`config.mk`:
```
export PLATFORM = sky130hd
export DESIGN_NAME = pipe_reg_bus_reader
export DESIGN_NICKNAME = d
export VERILOG_FILES = /design/src/rtl/pipe_reg_bus_reader.sv
export SDC_FILE = /design/constraint.sdc
export NUM_CORES = 1
export LEC_CHECK = 0
export BUFFER_PORTS_ARGS = -buffer_cell sky130_fd_sc_hd__buf_2
export CAP_MARGIN = 40
export CORE_MARGIN = 3
export CORE_UTILIZATION = 45
export CTS_BUF_LIST = sky130_fd_sc_hd__clkbuf_8 sky130_fd_sc_hd__clkbuf_16
export CTS_CLUSTER_SIZE = 30
export DETAILED_ROUTE_END_ITERATION = 16
export GPL_TIMING_DRIVEN = 0
export PLACE_DENSITY = 0.87
export SYNTH_ARGS = -nofsm -noshare
export SYNTH_HDL_FRONTEND = slang
export SYNTH_SLANG_ARGS = --single-unit
```
`constraint.sdc`:
```
create_clock -name Clock -period 2.3 [get_ports Clock]
set_clock_uncertainty 0.1 [all_clocks]
set_input_delay 0.115 -clock Clock [delete_from_list [all_inputs] [get_ports Clock]]
set_output_delay 0.115 -clock Clock [all_outputs]
set_load 0.02 [all_outputs]
```
`src/rtl/pipe_reg_bus_reader.sv`:
```
// Sequenced reader for a shared tri-state pipeline-register bus: enables one
// register at a time, samples the bus after a settle time, and streams each word out.
module pipe_reg_bus_reader #(
  parameter int NrOfBits     = 32,
  parameter int NrOfSlots    = 4,
  parameter int SettleCycles = 1
) (
  input  logic                 Clock,
  input  logic                 Reset,
  input  logic                 Tick,
  input  logic                 Start,
  input  logic [NrOfSlots-1:0] SlotMask,
  input  logic [NrOfBits-1:0]  BusIn,
  output logic [NrOfSlots-1:0] cs,
  input  logic                 Ready,
  output logic                 Valid,
  output logic [NrOfBits-1:0]  Data,
  output logic [3:0]           SlotIdx,
  output logic                 Busy,
  output logic                 Done
);

  // Handshake: a word moves downstream on any clock edge where Valid and Ready
  // are both 1; while Valid=1 and Ready=0, Data and SlotIdx do not change, and
  // Ready may be raised before Valid.

  typedef enum logic [1:0] {
    S_IDLE     = 2'd0,
    S_SELECT   = 2'd1,
    S_WAIT_ACK = 2'd2,
    S_DONE     = 2'd3
  } state_t;

  localparam logic [3:0] SETTLE = 4'(SettleCycles);

  // state is the observable FSM state for bound checkers.
  state_t                state, state_d;
  logic [NrOfSlots-1:0] mask_q, mask_d;
  logic [3:0]           slot_q, slot_d;
  logic [3:0]           cnt_q, cnt_d;
  logic                 valid_d;
  logic [NrOfBits-1:0]  data_d;
  logic [3:0]           idx_d;

  function automatic logic [3:0] lowest_slot(input logic [NrOfSlots-1:0] m);
    logic [3:0] r;
    r = '0;
    for (int i = NrOfSlots - 1; i >= 0; i--) begin
      if (m[i]) r = 4'(i);
    end
    return r;
  endfunction

  function automatic logic [NrOfSlots-1:0] slot_bit(input logic [3:0] s);
    logic [NrOfSlots-1:0] b;
    b = '0;
    for (int i = 0; i < NrOfSlots; i++) begin
      b[i] = (4'(i) == s);
    end
    return b;
  endfunction

  always_comb begin
    state_d = state;
    mask_d  = mask_q;
    slot_d  = slot_q;
    cnt_d   = cnt_q;
    valid_d = Valid;
    data_d  = Data;
    idx_d   = SlotIdx;

    case (state)
      S_IDLE: begin
        if (Tick && Start) begin
          mask_d = SlotMask;
          if (SlotMask == '0) begin
            state_d = S_DONE;
          end else begin
            slot_d  = lowest_slot(SlotMask);
            cnt_d   = SETTLE;
            state_d = S_SELECT;
          end
        end
      end
      S_SELECT: begin
        if (Tick) begin
          if (cnt_q != 4'd0) begin
            cnt_d = cnt_q - 4'd1;
          end else begin
            data_d  = BusIn;
            idx_d   = slot_q;
            valid_d = 1'b1;
            mask_d  = mask_q & ~slot_bit(slot_q);
            state_d = S_WAIT_ACK;
          end
        end
      end
      S_WAIT_ACK: begin
        if (Valid && Ready) begin
          valid_d = 1'b0;
          if (mask_q != '0) begin
            slot_d  = lowest_slot(mask_q);
            cnt_d   = SETTLE;
            state_d = S_SELECT;
          end else begin
            state_d = S_DONE;
          end
        end
      end
      S_DONE: begin
        state_d = S_IDLE;
      end
      default: begin
        state_d = S_IDLE;
      end
    endcase
  end

  // cs decodes from registered state only, so exactly one slot drives the bus
  // in SELECT and none does anywhere else.
  always_comb begin
    cs   = '1;
    Busy = (state != S_IDLE);
    Done = (state == S_DONE);
    if (state == S_SELECT) cs = ~slot_bit(slot_q);
  end

  always_ff @(posedge Clock) begin
    if (Reset) begin
      state   <= S_IDLE;
      mask_q  <= '0;
      slot_q  <= '0;
      cnt_q   <= '0;
      Valid   <= 1'b0;
      Data    <= '0;
      SlotIdx <= '0;
    end else begin
      state   <= state_d;
      mask_q  <= mask_d;
      slot_q  <= slot_d;
      cnt_q   <= cnt_d;
      Valid   <= valid_d;
      Data    <= data_d;
      SlotIdx <= idx_d;
    end
  end

endmodule

```
* Yosys cells after proc, flatten, opt, wreduce, memory -nomap -nowiden
Index checks and enable logic that the tools add are counted.
** Operators by class
- Add/subtract/negate cells :: 1
- Equal/unequal tests :: 13
- Mux-type cells :: 36
- Bitwise logic cells :: 3
- Reduce and logical (&&, ||, !) cells :: 18
** Operators with widths (count)
- 2-to-1 mux 4 bit :: 20
- 2-to-1 mux 2 bit :: 8
- one-hot mux 4 bit (2 select lines) :: 2
- != test 2 bit, second input constant :: 7
- one-hot mux 4 bit (3 select lines) :: 1
- AND reduction 4 bit :: 3
- equality test 2 x 4 -> 1 bit, first input constant :: 2
- zero test 4 bit :: 2
- one-hot mux 2 bit (4 select lines) :: 1
- nonzero test 2 bit :: 4
- nonzero test 4 bit :: 2
- AND reduction 7 bit :: 1
- AND reduction 5 bit :: 1
- AND 4 bit :: 1
- equality test 1 x 4 -> 1 bit, first input constant :: 1
- equality test 2 bit, second input constant :: 2
- NOT 4 bit :: 1
- subtractor 4 x 1 -> 4 bit, second input constant :: 1
- 2-to-1 mux 1 bit :: 3
- AND reduction 3 bit :: 1
- nonzero test 3 bit :: 1
- equality test 2 x 1 -> 1 bit, second input constant :: 1
- logical AND 1 bit :: 2
- zero test 2 bit :: 1
- 2 further kinds :: 2
** Word-level totals
- Register bits after elaboration :: 51
- Logic and storage cells :: 78

* Logic depth before layout (Yosys ltp)
- Depth after elaboration :: 7
- Gate-level depth with buffers :: 8
- Gate-level depth less buffers :: 6

* Worst setup path before layout
No wires, ideal clock.
- Path kind :: reg2reg
- Start point :: register cnt_q[0]
- End point :: register Data[31]
- Setup time :: 0.132 ns
- Arrival :: 1.365 ns
- Required time :: 2.068 ns
- Setup slack :: 0.703 ns
- Cell stages (with the launch flop) :: 9
- Buffers on the path :: 2
- Cell sequence :: dfxtp_1 inv_1 ha_1 and4bb_2 and2_1 buf_2 buf_2 nand2_1 a21oi_1
** On the way
- Longest elaborated chain between the ends :: 3
** RTL lines
- start: declaration :: RTL line 40 : logic [3:0] cnt_q, cnt_d;
- start signal: assignment :: RTL line 141 : cnt_q <= cnt_d;
- nonzero test 4 bit :: RTL line 87 : if (cnt_q != 4'd0) begin
- NOT 1 bit (no line)
- AND reduction 3 bit (no line)
- end signal: assignment :: RTL line 143 : Data <= data_d;
- end: declaration :: RTL line 17 : output logic [NrOfBits-1:0] Data,
Every way passes these cells.
A chain may end at the register's enable or synchronous reset.

* Worst setup path in the final report
- Start point :: register cnt_q[0]
- End point :: register Data[14]
The elaborated chain is that of the path after synthesis.

==> load_flow_metrics.sql <==
INSERT INTO impl_metrics (metric_group, metric, value, unit) VALUES
('status', 'outcome', 'complete, no violations', ''),
('critical_path', 'r2r_cells', '7', ''),
('sta', 'totalNegativeSetupSlack', '0', 'ps'),
('logic_synthesis', 'synth.cells.most_frequent', '72 x sky130_fd_sc_hd__nand2_1, 47 x sky130_fd_sc_hd__dfxtp_1, 40 x sky130_fd_sc_hd__a21oi_1', ''),
('drt', 'route.detailed.wl_per_inst', '13.81', 'um'),
('critical_path', 'data_arrival_time_of_the_worst_path', '2020', 'ps'),
('sta', 'finalHoldViolations', '0', ''),
('sta', 'timing.final.ws_setup', '406.4', 'ps'),
('logic_synthesis', 'synthArstFlopShare', '0', '%'),
('pwr', 'leakagePower', '1.251', 'nW'),
('pwr', 'share_comb_of_total_power', '43.4', '%'),
('final_layout', 'area_growth_syn_to_layout', '43.80', '%'),
('logic_synthesis', 'synth_cell_type_count', '42', ''),
('critical_path', 'criticalPathCategory', 'register to register', ''),
('drt', 'post-route-drc-count', '0', ''),
('place', 'pre_cts_ws', '444.0', 'ps'),
('critical_path', 'crit-reg2reg-capture', 'Data[14]$_SDFFE_PP0P_', ''),
('clocking', 'clockBufferDepth', '2', ''),
('clocking', 'htree_levels', '2', ''),
('logic_synthesis', 'synth_largest_area_cell', 'sky130_fd_sc_hd__dfxtp_1', ''),
('logic_synthesis', 'post_synth_edffs', '0', ''),
('hold_path', 'worstHoldPathType', 'input pin to register', ''),
('floorplanning', 'core.rowCount', '23', ''),
('logic_synthesis', 'post-synth-top-count-cell', 'sky130_fd_sc_hd__nand2_1', ''),
('drt', 'drt-total-wl', '5841', 'um'),
('hold_path', 'hold_depth', '3', ''),
('floorplanning', 'ios', '84', ''),
('drt', 'detail_route.first_pass.iterations', '4', ''),
('drt', 'vias_per_cell', '5.142', ''),
('clocking', 'clk_pin_slew_worst_paths', '90', 'ps'),
('final_layout', 'final_layout_size_suffix_gt1_share', '28.42', '%'),
('critical_path', 'crit_path_frequent_cell', 'sky130_fd_sc_hd__nand2_1', ''),
('critical_path', 'end_kind', 'register', ''),
('critical_path', 'data_required_time_of_the_worst_path', '2430', 'ps'),
('final_layout', 'number_of_nets_in_the_layout', '416', ''),
('clocking', 'cts_tree', 'done', ''),
('floorplanning', 'die_area', '5300', 'um^2'),
('clocking', 'clock_sinks', '47', ''),
('critical_path', 'regToRegStartpoint', 'cnt_q[0]$_SDFFE_PP0P_', ''),
('sta', 'grt_setup_unrepaired', 'false', ''),
('critical_path', 'highest_delay_cell_along_the_critical_path', 'sky130_fd_sc_hd__dfxtp_1', ''),
('pwr', 'seqPwrFrac', '38.6', '%'),
('logic_synthesis', 'post_synth_instance_area', '2008', 'um^2'),
('place', 'dpl.hpwl', '3771', 'um'),
('hold_path', 'hold-path-endpoint', 'cnt_q[3]$_SDFFE_PP0P_', ''),
('floorplanning', 'die_span_in_y', '72.80', 'um'),
('logic_synthesis', 'synthesis.yosys.warnings', '0', ''),
('floorplanning', 'chipWidth', '72.80', 'um'),
('drt', 'initialDrtViolationCount', '104', ''),
('place', 'port_buffers', '81', ''),
('pwr', 'clock_power_share', '18.0', '%'),
('sta', 'report.final.setup_viol', '0', ''),
('logic_synthesis', 'syn_inst', '252', ''),
('sta', 'fmax', '528.1', 'MHz'),
('logic_synthesis', 'post_synth_top_area_share', '46.85', '%'),
('floorplanning', 'core', '4144', 'um^2'),
('logic_synthesis', 'ys_top_cells_by_area', 'sky130_fd_sc_hd__dfxtp_1 47%, sky130_fd_sc_hd__nand2_1 13%, sky130_fd_sc_hd__a21oi_1 10%', ''),
('sta', 'clock_period_minus_final_worst_setup_slack', '1894', 'ps'),
('pwr', 'share_of_total_power_consumed_by_net_switching', '40.02', '%'),
('clocking', 'clockRootBuffer', 'sky130_fd_sc_hd__clkbuf_8', ''),
('pwr', 'power_dens_cells', '978.6', 'nW/um^2'),
('run', 'cap_viol_max_count', '0', ''),
('drt', 'vias', '2175', ''),
('sta', 'timing.final.max_slew_violations', '0', ''),
('critical_path', 'critical_path.startpoint_type', 'register', ''),
('clocking', 'cts_post_setup_buffers_inserted', '0', ''),
('logic_synthesis', 'syn_avg_cell_area', '7.969', 'um^2'),
('logic_synthesis', 'synth-main-ff-cell', 'sky130_fd_sc_hd__dfxtp_1', ''),
('floorplanning', 'start_util', '48.46', '%'),
('critical_path', 'reg2reg_setup_slack', '410', 'ps'),
('global_route', 'globalRouteOverflowTotal', '0', '');
==> layout by cell type, fill, tap and decap left out, types with 2 or more instances in the layout <==
cell type,instances
sky130_fd_sc_hd__buf_2,89
sky130_fd_sc_hd__nand2_1,72
sky130_fd_sc_hd__dfxtp_1,47
sky130_fd_sc_hd__a21oi_1,40
sky130_fd_sc_hd__dlygate4sd3_1,32
sky130_fd_sc_hd__nor2_1,12
sky130_fd_sc_hd__inv_1,7
sky130_fd_sc_hd__o21ai_0,6
sky130_fd_sc_hd__a211oi_1,6
sky130_fd_sc_hd__clkbuf_8,6
sky130_fd_sc_hd__clkbuf_1,5
sky130_fd_sc_hd__nand2b_1,4
sky130_fd_sc_hd__buf_4,3
sky130_fd_sc_hd__a31oi_1,3
sky130_fd_sc_hd__nor3_1,3
sky130_fd_sc_hd__nor2b_1,2
sky130_fd_sc_hd__nand3b_1,2
sky130_fd_sc_hd__or3_1,2
sky130_fd_sc_hd__and2_1,2
sky130_fd_sc_hd__nor3b_1,2
sky130_fd_sc_hd__a32o_1,2
sky130_fd_sc_hd__ha_1,2
sky130_fd_sc_hd__conb_1,2
==> worst max-delay path by stage <==
stage	startpoint	to	slack [ps]	depth (start not counted)
after floorplan	cnt_q[0]$_SDFFE_PP0P_	Data[31]$_SDFFE_PP0P_	700	8
after global placement	cnt_q[0]$_SDFFE_PP0P_	Data[11]$_SDFFE_PP0P_	500	7
after detailed placement	cnt_q[0]$_SDFFE_PP0P_	Data[12]$_SDFFE_PP0P_	440	7
after CTS	cnt_q[0]$_SDFFE_PP0P_	Data[12]$_SDFFE_PP0P_	420	7
after global routing	cnt_q[0]$_SDFFE_PP0P_	Data[12]$_SDFFE_PP0P_	280	7
final	cnt_q[0]$_SDFFE_PP0P_	Data[14]$_SDFFE_PP0P_	410	7
==> layer usage <==
metal  vias to the layer above  wire length [um]  global-route usage (%)
li1                       1099                 -                       -
met1                       994              2384                   25.28
met2                        65              2900                   38.68
met3                        17               361                   7.438
met4                         0               195                   10.66
met5                         -                 0                       0
==> per-stage QoR <==
| stage | cell area (um^2) | utilization [%] | power [mW] | hold WS, ps | cells |
|---|---|---|---|---|---|
| floorplan | 2012 | - | 1.947 | 151.0 | 253 |
| global placement | 2480 | 59.84 | 2.247 | 255.5 | 384 |
| detailed placement | 2480 | 59.84 | 2.271 | 259.9 | 384 |
| CTS | 2888 | 69.69 | 2.808 | 30.80 | 423 |
| global route | 2888 | 69.69 | 3.017 | 42.15 | 423 |
| finish | 2888 | 69.69 | 2.826 | 29.49 | 423 |
==> repair_timing <==
| item | CTS | global route |
|---|---|---|
| resized for setup | 0 | 0 |
| hold buffers | 32 | 0 |
| endpoints found under the hold margin | 32 | 0 |
==> power by group through the flow <==
stage               registers [mW]  clock network [mW]  logic [mW]
global placement              1.10                   0        1.15
finish                        1.09               0.509        1.23
detailed placement            1.10                   0        1.17
floorplan                     1.19                   0       0.756
CTS                           1.09               0.511        1.21
global route                  1.11               0.547        1.36
==> sequential cells by signal (all words and copies together), names as in the netlist <==
signal,count
Data,32
SlotIdx,2
Valid,1
cnt_q,4
mask_q,4
slot_q,2
state,2
==> final cells by class <==
type / count / area, um^2
clock inverters: 1 / 5.005
inverters: 7 / 26.28
repair buffers: 113 / 725.7
multi-input cells: 182 / 952.2
clock buffers: 6 / 82.58
plain buffers: 17 / 92.59
fillers: 320 / 1256
flip-flops and latches: 47 / 940.9
well taps: 50 / 62.56
==> cell families after synthesis <==
logic type | Yosys count | synth area share (%)
AO/OA/AOI/OAI | 70 | 21.50
adder cells (fa/ha/maj) | 2 | 1.246
buffers and inverters | 24 | 5.919
flip-flops | 47 | 46.85
other | 1 | 0.1867
AND/OR/NAND/NOR | 108 | 24.30
==> worst max-delay path, delay by kind of cell, from the launching register on <==
kind	cells	cell delay, ps
buf+inv	2	380
compound gates	1	150
fa+ha+maj	1	210
simple gates	3	610
flops	1	380
(Power assumes the default switching activity.)
